<file path="src/rtl/mem_pipe_pkg.sv">
// Shared types for the MEM->WB elastic pipeline register.
//   mem_ctrl_t   : control bundle carried alongside each result
//   mem_entry_t  : one stored pipeline entry (data + control)
//   MEM_CTRL_NOP : control value presented when no entry is valid
//   gate_ctrl    : forces write enables off and flagNop on for a bubble
package mem_pipe_pkg;

  localparam int unsigned REGI_BITS = 4;
  localparam int unsigned VECT_BITS = 2;
  localparam int unsigned ELEM_SIZE = 8;
  localparam int unsigned VECT_SIZE = 8;
  localparam int unsigned DW        = ELEM_SIZE * VECT_SIZE;
  localparam int unsigned JUMP_BITS = 10;
  localparam int unsigned CNT_BITS  = 16;

  typedef struct packed {
    logic                 enableReg;
    logic                 enableJump;
    logic                 flagMemRead;
    logic                 flagMemWrite;
    logic                 flagEnd;
    logic                 flagNop;
    logic [JUMP_BITS-1:0] jumpAddress;
    logic [REGI_BITS-1:0] intRegDest;
    logic [VECT_BITS-1:0] vecRegDest;
    logic [VECT_BITS-1:0] memo_res;
    logic                 writeResultInt;
    logic                 writeResultV;
  } mem_ctrl_t;

  typedef struct packed {
    logic [DW-1:0] data;
    mem_ctrl_t     ctrl;
  } mem_entry_t;

  localparam mem_ctrl_t MEM_CTRL_NOP = '{
    enableReg:      1'b0,
    enableJump:     1'b0,
    flagMemRead:    1'b0,
    flagMemWrite:   1'b0,
    flagEnd:        1'b0,
    flagNop:        1'b1,
    jumpAddress:    '0,
    intRegDest:     '0,
    vecRegDest:     '0,
    memo_res:       '0,
    writeResultInt: 1'b0,
    writeResultV:   1'b0
  };

  // Non-enable fields pass through untouched so a bubble still shows the last entry's addresses.
  function automatic mem_ctrl_t gate_ctrl(input mem_ctrl_t c, input logic valid);
    mem_ctrl_t g;
    g = c;
    if (!valid) begin
      g.enableReg      = 1'b0;
      g.enableJump     = 1'b0;
      g.flagMemRead    = 1'b0;
      g.flagMemWrite   = 1'b0;
      g.writeResultInt = 1'b0;
      g.writeResultV   = 1'b0;
      g.flagEnd        = 1'b0;
      g.flagNop        = 1'b1;
    end
    return g;
  endfunction

endpackage

</file>
<file path="src/rtl/mem_stage_pipe_if.sv">
// Valid/ready channel carrying one MEM-stage result.
//   valid : entry valid (source -> sink)
//   ready : sink accepts (sink -> source)
//   data  : result data, DW bits
//   ctrl  : control bundle
// master = producer side, slave = consumer side.
interface mem_stage_pipe_if;
  import mem_pipe_pkg::*;

  logic          valid;
  logic          ready;
  logic [DW-1:0] data;
  mem_ctrl_t     ctrl;

  modport master (output valid, output data, output ctrl, input ready);
  modport slave  (input valid, input data, input ctrl, output ready);
endinterface

</file>
<file path="src/rtl/skid_buf2.sv">
// Generic 2-entry valid/ready skid buffer over a packed payload.
// Ports:
//   clk_i, rst_i        clock, synchronous active-high reset
//   flush_i             invalidate both entries (wins over a simultaneous accept)
//   block_i             hold in_ready_o low (entries still drain)
//   in_valid_i/in_ready_o/in_data_i     upstream side
//   out_valid_o/out_ready_i/out_data_o  downstream side (head entry)
//   skid_valid_o/skid_data_o            second entry, exposed for hazard checks
module skid_buf2 #(
  parameter int unsigned Width = 8
) (
  input  logic             clk_i,
  input  logic             rst_i,
  input  logic             flush_i,
  input  logic             block_i,
  input  logic             in_valid_i,
  output logic             in_ready_o,
  input  logic [Width-1:0] in_data_i,
  output logic             out_valid_o,
  input  logic             out_ready_i,
  output logic [Width-1:0] out_data_o,
  output logic             skid_valid_o,
  output logic [Width-1:0] skid_data_o
);

  logic             head_valid_q, head_valid_d;
  logic             skid_valid_q, skid_valid_d;
  logic [Width-1:0] head_q, head_d;
  logic [Width-1:0] skid_q, skid_d;
  logic             accept, retire;

  // Ready depends only on state, so there is no valid->ready combinational path.
  assign in_ready_o = ~skid_valid_q & ~block_i;
  assign accept     = in_valid_i & in_ready_o;
  assign retire     = head_valid_q & out_ready_i;

  always_comb begin
    head_valid_d = head_valid_q;
    skid_valid_d = skid_valid_q;
    head_d       = head_q;
    skid_d       = skid_q;
    if (flush_i) begin
      // Payload registers keep their contents so data_o holds during the bubble.
      head_valid_d = 1'b0;
      skid_valid_d = 1'b0;
    end else if (!head_valid_q || retire) begin
      // Head is free this cycle: refill from skid first to keep FIFO order.
      if (skid_valid_q) begin
        head_d       = skid_q;
        head_valid_d = 1'b1;
        skid_valid_d = 1'b0;
      end else if (accept) begin
        head_d       = in_data_i;
        head_valid_d = 1'b1;
      end else begin
        head_valid_d = 1'b0;
      end
    end else if (accept) begin
      skid_d       = in_data_i;
      skid_valid_d = 1'b1;
    end
  end

  always_ff @(posedge clk_i) begin
    if (rst_i) begin
      head_valid_q <= 1'b0;
      skid_valid_q <= 1'b0;
      head_q       <= '0;
      skid_q       <= '0;
    end else begin
      head_valid_q <= head_valid_d;
      skid_valid_q <= skid_valid_d;
      head_q       <= head_d;
      skid_q       <= skid_d;
    end
  end

  assign out_valid_o  = head_valid_q;
  assign out_data_o   = head_q;
  assign skid_valid_o = skid_valid_q;
  assign skid_data_o  = skid_q;

endmodule

</file>
<file path="src/rtl/mem_stage_pipe.sv">
// Elastic MEM->WB pipeline register.
// Ports:
//   clk_i, rst_i          clock, synchronous active-high reset
//   up  (slave)           results from the memory-access stage
//   dn  (master)          results to write-back; ctrl gated to a NOP when invalid
//   flush_i               discard all held entries
//   src_int_i, src_vec_i  source indices probed by decode
//   hz_int_o, hz_vec_o    RAW hit against any held entry
//   end_seen_o            a flagEnd entry has retired; intake halted until reset
//   stall_cnt_o           saturating count of backpressured cycles
module mem_stage_pipe
  import mem_pipe_pkg::*;
(
  input  logic                 clk_i,
  input  logic                 rst_i,
  mem_stage_pipe_if.slave      up,
  mem_stage_pipe_if.master     dn,
  input  logic                 flush_i,
  input  logic [REGI_BITS-1:0] src_int_i,
  input  logic [VECT_BITS-1:0] src_vec_i,
  output logic                 hz_int_o,
  output logic                 hz_vec_o,
  output logic                 end_seen_o,
  output logic [CNT_BITS-1:0]  stall_cnt_o
);

  mem_entry_t                in_entry, head_entry, skid_entry;
  logic                      head_valid, skid_valid;
  logic                      retire;
  logic                      end_seen_q;
  logic [CNT_BITS-1:0]       stall_cnt_q;

  assign in_entry = '{data: up.data, ctrl: up.ctrl};

  skid_buf2 #(
    .Width($bits(mem_entry_t))
  ) u_skid (
    .clk_i        (clk_i),
    .rst_i        (rst_i),
    .flush_i      (flush_i),
    .block_i      (end_seen_q),
    .in_valid_i   (up.valid),
    .in_ready_o   (up.ready),
    .in_data_i    (in_entry),
    .out_valid_o  (head_valid),
    .out_ready_i  (dn.ready),
    .out_data_o   (head_entry),
    .skid_valid_o (skid_valid),
    .skid_data_o  (skid_entry)
  );

  assign retire   = head_valid & dn.ready;
  assign dn.valid = head_valid;
  assign dn.data  = head_entry.data;
  assign dn.ctrl  = gate_ctrl(head_entry.ctrl, head_valid);

  assign hz_int_o =
      (head_valid & head_entry.ctrl.writeResultInt & (head_entry.ctrl.intRegDest == src_int_i)) |
      (skid_valid & skid_entry.ctrl.writeResultInt & (skid_entry.ctrl.intRegDest == src_int_i));
  assign hz_vec_o =
      (head_valid & head_entry.ctrl.writeResultV & (head_entry.ctrl.vecRegDest == src_vec_i)) |
      (skid_valid & skid_entry.ctrl.writeResultV & (skid_entry.ctrl.vecRegDest == src_vec_i));

  // Neither the end latch nor the stall counter reacts to flush_i.
  always_ff @(posedge clk_i) begin
    if (rst_i) begin
      end_seen_q  <= 1'b0;
      stall_cnt_q <= '0;
    end else begin
      if (retire && head_entry.ctrl.flagEnd) begin
        end_seen_q <= 1'b1;
      end
      if (head_valid && !dn.ready && (stall_cnt_q != '1)) begin
        stall_cnt_q <= stall_cnt_q + CNT_BITS'(1);
      end
    end
  end

  assign end_seen_o  = end_seen_q;
  assign stall_cnt_o = stall_cnt_q;

endmodule

</file>
<file path="src/flat_wrapper.sv">
// flat-port wrapper written by rule: the top's interface ports become plain ports
module mem_stage_pipe_flat import mem_pipe_pkg::*;
  (clk_i, rst_i, flush_i, src_int_i, src_vec_i, hz_int_o, hz_vec_o, end_seen_o, stall_cnt_o, up_valid, up_data, up_ctrl, up_ready, dn_valid, dn_data, dn_ctrl, dn_ready);
  mem_stage_pipe_if up_i ();
  mem_stage_pipe_if dn_i ();
  input  logic clk_i;
  input  logic rst_i;
  input  logic flush_i;
  input  logic [REGI_BITS-1:0] src_int_i;
  input  logic [VECT_BITS-1:0] src_vec_i;
  output logic hz_int_o;
  output logic hz_vec_o;
  output logic end_seen_o;
  output logic [CNT_BITS-1:0] stall_cnt_o;
  input wire logic [$bits(up_i.valid)-1:0] up_valid;
  input wire logic [$bits(up_i.data)-1:0] up_data;
  input wire logic [$bits(up_i.ctrl)-1:0] up_ctrl;
  output wire logic [$bits(up_i.ready)-1:0] up_ready;
  output wire logic [$bits(dn_i.valid)-1:0] dn_valid;
  output wire logic [$bits(dn_i.data)-1:0] dn_data;
  output wire logic [$bits(dn_i.ctrl)-1:0] dn_ctrl;
  input wire logic [$bits(dn_i.ready)-1:0] dn_ready;
  assign up_i.valid = up_valid;
  assign up_i.data = up_data;
  assign up_i.ctrl = up_ctrl;
  assign up_ready = up_i.ready;
  assign dn_valid = dn_i.valid;
  assign dn_data = dn_i.data;
  assign dn_ctrl = dn_i.ctrl;
  assign dn_i.ready = dn_ready;
  mem_stage_pipe u_core (.clk_i(clk_i), .rst_i(rst_i), .up(up_i), .dn(dn_i), .flush_i(flush_i), .src_int_i(src_int_i), .src_vec_i(src_vec_i), .hz_int_o(hz_int_o), .hz_vec_o(hz_vec_o), .end_seen_o(end_seen_o), .stall_cnt_o(stall_cnt_o));
endmodule
</file>
<file path="config.mk">
export PLATFORM = sky130hd
export DESIGN_NAME = mem_stage_pipe_flat
export DESIGN_NICKNAME = d
export VERILOG_FILES = /design/src/rtl/mem_pipe_pkg.sv /design/src/rtl/mem_stage_pipe_if.sv /design/src/rtl/skid_buf2.sv /design/src/rtl/mem_stage_pipe.sv /design/src/flat_wrapper.sv
export SDC_FILE = /design/constraint.sdc
export NUM_CORES = 1
export LEC_CHECK = 0
export ABC_AREA = 1
export ABC_CLOCK_PERIOD_IN_PS = 2200
export CORE_ASPECT_RATIO = 2
export CORE_MARGIN = 1.5
export CORE_UTILIZATION = 55
export CTS_BUF_LIST = sky130_fd_sc_hd__clkbuf_8
export CTS_CLUSTER_DIAMETER = 30
export DETAILED_ROUTE_END_ITERATION = 6
export GPL_ROUTABILITY_DRIVEN = 0
export GPL_TIMING_DRIVEN = 1
export PLACE_DENSITY_LB_ADDON = 0.08
export SYNTH_ARGS = -nofsm -noshare
export SYNTH_HDL_FRONTEND = slang
export SYNTH_SLANG_ARGS = --single-unit
</file>
<file path="constraint.sdc">
create_clock -name clk_i -period 2.2 [get_ports clk_i]
set_input_delay 0.33 -clock clk_i [delete_from_list [all_inputs] [get_ports clk_i]]
set_output_delay 0.33 -clock clk_i [all_outputs]
set_load 0.01 [all_outputs]
</file>
==> results of run 1 <==
## stage by stage
stage	hold WS [ns]	utilization, %	power [uW]	std cells	setup TNS, ns
6_report	0.138	67.8	7080	1623	0
5_1_grt	0.121	67.8	7370	1623	0
4_1_cts	0.111	67.7	7150	1623	-0.00885
3_5_place_dp	0.451	65.2	4730	1591	0
3_3_place_gp	0.443	65.2	4720	1591	0
2_1_floorplan	0.429	-	4350	1324	0
## worst paths after layout
check                                                               start                                   endpoint  slack [ns]  cells after the start
worst max register to register         u_core.stall_cnt_o[1]$_SDFFE_PP0P_        u_core.stall_cnt_o[15]$_SDFFE_PP0P_        0.29                      7
worst max-delay path               u_core.u_skid.out_valid_o$_SDFFE_PP0P_                                dn_ctrl[21]        0.18                      4
worst min-delay path                                                rst_i   u_core.u_skid.out_data_o[9]$_SDFFE_PP0P_        0.14                      2
worst min register to register  u_core.u_skid.out_data_o[88]$_SDFFE_PP0P_  u_core.u_skid.out_data_o[88]$_SDFFE_PP0P_        0.47                      2
## report_power, final
group | internal (uW) | switching, uW
Clock | 1180 | 1250
Combinational | 443 | 441
Sequential | 3710 | 60.9
Total | 5330 | 1750
## state kept, by name, indices dropped and copies added, names as in the netlist
register / flops
u_core.u_skid.out_data_o: 90
u_core.u_skid.skid_data_o: 90
u_core.end_seen_o: 1
u_core.u_skid.skid_valid_o: 1
u_core.stall_cnt_o: 16
u_core.u_skid.out_valid_o: 1
## critical path, stage by stage (launching register included)
cell             delay, ns
dfxtp_1               0.37
buf_6                 0.18
nand2_1               0.08
inv_1                 0.05
clkdlybuf4s50_1       0.56
## cell usage in the layout, fill, tap and decap left out, types with 2 or more instances in the layout
cell type        Yosys  layout
nor3_1               4       4
o21ai_0            135     135
a21oi_1            146     146
dlymetal6s2s_1       0       2
buf_12               0       7
dfxtp_1            199     198
nand3_1            103     103
clkinv_4             0       3
clkinv_2             0       3
clkbuf_8             0      19
nand2_4              2       3
nand4_1              5       5
nor2_1             135     135
xnor2_1              8       8
bufinv_16            0       3
inv_1               72      73
clkdlybuf4s50_1      0     208
inv_2                4       5
nand2_1            320     319
xor2_1               5       5
buf_4               91      12
o21ai_1              5       5
## final cells by class
class                   count  area share (%)
multi-input cells         879            35.1
inverters                  76            2.54
clock inverters            13            1.38
clock buffers              19            2.33
well taps                 207            2.30
flip-flops and latches    199            35.5
repair buffers            230            20.9
## kinds of logic after synthesis
group | share of synthesized area (%)
adder cells (fa/ha/maj) | 0.135
XOR/XNOR | 1.23
buffers and inverters | 14.5
flip-flops | 43.0
AO/OA/AOI/OAI | 15.8
AND/OR/NAND/NOR | 25.4
## timing repair
item,in CTS,in global routing
gates resized for setup,1,3
pin swaps,0,0
setup endpoints to repair,2,2
## layer usage
metal  up-vias  wire [microns]
met5         -               0
li1       4323               -
met2       296           11800
met3        35            1580
met1      4039            9970
met4         0             464
==> flow_summary.toml, run 1 <==
[cts]
clk_latency_ns = 0.46
numCtsBuffers = 17
holdBufCountCts = 0
cts_tree = "built"
clock-sinks = 199
cts_setup_buffers = 0
h-tree-depth = 4
clock_path_buffers = 2
cts-root-buf = "clkbuf_8"
clkTransAtPathRegs_ns = 0.10

[floorplan]
pin_count = 212
initial_core_util_pct = 55.8
die_w_microns = 94.7
dieArea_sq_mm = 0.0177
rows = 67
die_h_microns = 186
core_sq_mm = 0.0166

[yosys]
avgSynthCellArea_sq_um = 6.99
ys_async_sr_fraction_pct = 0
netlist_instances = 1324
post-synth-top-area-cell = "dfxtp_1"
yosysWarnings = 0
syn_area_sq_mm = 0.00926
synth_most_common_cell = "nand2_1"
yosysTopAreaCellShare_pct = 43.0
synth-edff-count = 0
ys_seq_area_share_pct = 43.0
yosys-top-cells-count = "nand2_1 (320), dfxtp_1 (199), a21oi_1 (146), nor2_1 (135), o21ai_0 (135)"
ys_ff_latch = 199
synth_nets = 1426
synth_area_leaders = "dfxtp_1 (43%), nand2_1 (13%), a21oi_1 (7.9%)"
synth.distinct_cells = 31
synth_flop_cell = "dfxtp_1"

[timing]
fmax_ghz = 0.495
finalCriticalPeriod_ns = 2.02
slew_headroom_pct = 42.1
tightest_slew_ns = 0.867
hold_viol = 0
setup_slack_ns = 0.180
post-route-period-util_pct = 91.8
drv_slew = 0
setup-violations-final = 0
rsz0062_at_grt = "false"
finClkSkew_ns = 0.00709

[global_route]
grt_util_met3_pct = 4.97
grt_overflow = 0
grt_max_degree = 81
antenna_found_initial = 0
grt_usage_pct = 27.0
met1_usage_pct = 34.3
grt_busiest_layer = "met2"
grt_util_met2_pct = 44.6
grt_pass1_wl_microns = 38500
grt_pass1_vias = 8108

[drt]
postRouteAntennaNets = 0
drtPass1Iterations = 5
vias = 8693
drc = 0
wirelength_microns = 23800
vias_per_cell = 5.36
drt-initial-drc-count = 422
wl_per_cell_microns = 14.7

[finish]
nFillCells = 1458
area_growth_pct = 21.5
fin_area_sq_mm = 0.0112
multi_input_area_sq_mm = 0.00395
drive_gt1_share_pct = 4.59
seq_area_sq_mm = 0.00399
nNetsFinal = 1505
antennaDiodeCount = 0

[setup_path]
critPathMaxFanout = 9
crit_required_ns = 1.87
cp-start-kind = "flip-flop"
path_class = "reg2out"
cp-end-kind = "output pin"
worstPathArrival_ns = 1.69

[outcome]
status = "finished, final reports clean"

[power_and_ir_drop]
vdd_drop_max_mv = 0.401
p_leak_uw = 0.00463
p_per_area_mw_per_mm2 = 630

[place]
dp_hpwl_microns = 15600
placed_area_sq_mm = 0.0108
pre_cts_ws_ns = 0.0220
port_buffers = 211

[flow_run]
cap_violations = 0

[min_path]
hold_class = "in2reg"
(Power assumes the default switching activity.)
==> run 2: changes to the inputs <==
- PLACE_DENSITY: default -> 0.89
- PLACE_DENSITY_LB_ADDON: 0.08 -> default
==> run 2 against run 1 <==
  * Non-clock buffer count grew 3
  * Final area grew 0.13%
  * Wire length shrank 0.76%
  * Die area is the same
  * Highest routed layer unchanged
  * Critical endpoint is now u_core.stall_cnt_o[8]$_SDFFE_PP0P_
  * Critical path type is now reg2reg
  * Clock power grew 5%
==> flow_summary.toml, run 2 (synthesized netlist as in run 1, its figures left out) <==
[timing]
post-route-period-util_pct = 94.4
hold_viol = 0
tightest_slew_ns = 0.826
rsz0062_at_grt = "false"
finalCriticalPeriod_ns = 2.08
setup-violations-final = 0
final.setup.tns_ns = 0
finClkSkew_ns = 0.0135
drv_slew = 0
fmax_ghz = 0.482
slew_headroom_pct = 44.8

[global_route]
antenna_found_initial = 0
grt_usage_pct = 27.0
grt_overflow = 0
grt_pass1_wl_microns = 38600
grt_max_degree = 76
grt_pass1_vias = 8355

[cts]
clk_latency_ns = 0.46
h-tree-depth = 4
clkTransAtPathRegs_ns = 0.10
numCtsBuffers = 17
clock-sinks = 199
cts_tree = "built"
clock_path_buffers = 2
cts-root-buf = "clkbuf_8"

[drt]
top_layer_used = "met4"
drc = 0
drt-initial-drc-count = 454
wirelength_microns = 23600
drt-met1-wl_microns = 9540
vias = 8839
postRouteAntennaNets = 0
route.met2.wl_microns = 11600
drtPass1Iterations = 6
vias_per_cell = 5.44
wl_met3_microns = 1940
wl_per_cell_microns = 14.5

[setup_path]
r2r_setup_slack_ns = 0.12
r2r_end = "u_core.stall_cnt_o[8]$_SDFFE_PP0P_"
cp-start-kind = "flip-flop"
crit_required_ns = 2.56
regToRegStartpoint = "u_core.stall_cnt_o[1]$_SDFFE_PP0P_"
reg2reg_depth = 6
path_class = "reg2reg"
critPathMaxFanout = 12
startpoint = "u_core.stall_cnt_o[1]$_SDFFE_PP0P_"
worstPathArrival_ns = 2.44
endpoint = "u_core.stall_cnt_o[8]$_SDFFE_PP0P_"
cp-end-kind = "flip-flop"

[finish]
nNetsFinal = 1508
area_growth_pct = 21.6
antennaDiodeCount = 0
layout_common_cells = "nand2_1 (319), clkdlybuf4s50_1 (207), dfxtp_1 (198)"
fin_util_pct = 67.8
layout_commonest_cell = "nand2_1"
drive_gt1_share_pct = 4.86

[place]
port_buffers = 211
dp_hpwl_microns = 15800

[power_and_ir_drop]
vdd_drop_max_mv = 0.567
p_leak_uw = 0.00462
share_comb_of_total_power_pct = 12.1
p_per_area_mw_per_mm2 = 638
p_int_uw = 5330
p_sw_share_pct = 25.8
switchingPower_uw = 1850
seqPwrFrac_pct = 52.5
clock_power_share_pct = 35.4

[floorplan]
initial_core_util_pct = 55.8
rows = 67
die_w_microns = 94.7
die_h_microns = 186
dieArea_sq_mm = 0.0177
pin_count = 212
core_sq_mm = 0.0166

[outcome]
status = "finished, final reports clean"

[min_path]
hold_class = "in2reg"

[flow_run]
cap_violations = 0
[run 2: repair_timing]
| item | CTS | global route |
|---|---|---|
| hold buffers | 0 | 0 |
| endpoints found under the setup margin | 1 | 2 |
| buffers inserted | 3 | 0 |
| resized for setup | 1 | 2 |
[run 2: final cells by class]
class                           instances  area (sq um)
Clock buffer                           18           248
Inverter                               76           285
Multi-Input combinational cell        879          3940
Fill cell                            1365          5340
Tap cell                              207           259
Sequential cell                       199          3990
Timing Repair Buffer                  233          2350
Clock inverter                         14           184
[run 2: through the flow]
stage                     setup slack (ns)  cells  hold WS [ns]  total power, uW  area [sq um]
final                                0.124   1626         0.283             7190         11300
after global routing                0.0386   1626         0.269             7470         11300
after CTS                           0.0247   1626         0.254             7240         11300
after detailed placement            0.0706   1591         0.451             4720         10800
after global placement              0.0996   1591         0.443             4700         10800
after floorplan                      0.654   1324         0.429             4350          9260
[run 2: worst min-delay path by stage]
stage	start	end	slack, ns	cells past startpoint
floorplan	u_core.u_skid.out_data_o[20]$_SDFFE_PP0P_	u_core.u_skid.out_data_o[20]$_SDFFE_PP0P_	0.43	2
global placement	u_core.u_skid.out_data_o[20]$_SDFFE_PP0P_	u_core.u_skid.out_data_o[20]$_SDFFE_PP0P_	0.44	2
detailed placement	u_core.u_skid.out_data_o[20]$_SDFFE_PP0P_	u_core.u_skid.out_data_o[20]$_SDFFE_PP0P_	0.45	2
CTS	rst_i	u_core.u_skid.out_data_o[6]$_SDFFE_PP0P_	0.25	2
global route	rst_i	u_core.u_skid.out_data_o[21]$_SDFFE_PP0P_	0.27	2
finish	rst_i	u_core.u_skid.out_data_o[21]$_SDFFE_PP0P_	0.28	2
[run 2: power groups by stage]
stage / clock network [uW] / registers (uW) / logic (uW)
final: 2540 / 3770 / 872
after CTS: 2590 / 3770 / 872
after global routing: 2740 / 3780 / 955
after detailed placement: 0 / 3850 / 866
after floorplan: 0 / 3830 / 519
after global placement: 0 / 3850 / 846
[run 2: per-layer routing]
layer / up-vias / global-route usage (%)
li1: 4335 / -
met1: 4092 / 32.8
met2: 371 / 44.9
met3: 41 / 6.93
met4: 0 / 9.87
met5: - / 0
[run 2: critical path, stage by stage, from the launching register on]
cell     delay, ns
dfxtp_1       0.45
ha_1          0.24
nand3_1       0.25
inv_1         0.21
nand4_1       0.45
a21oi_1       0.31
nor2_1        0.08
==> run 3: changes to the inputs <==
- TNS_END_PERCENT: default -> 10
==> results of run 3 <==
Final layout, timing and power as in run 2 (identical DEF).
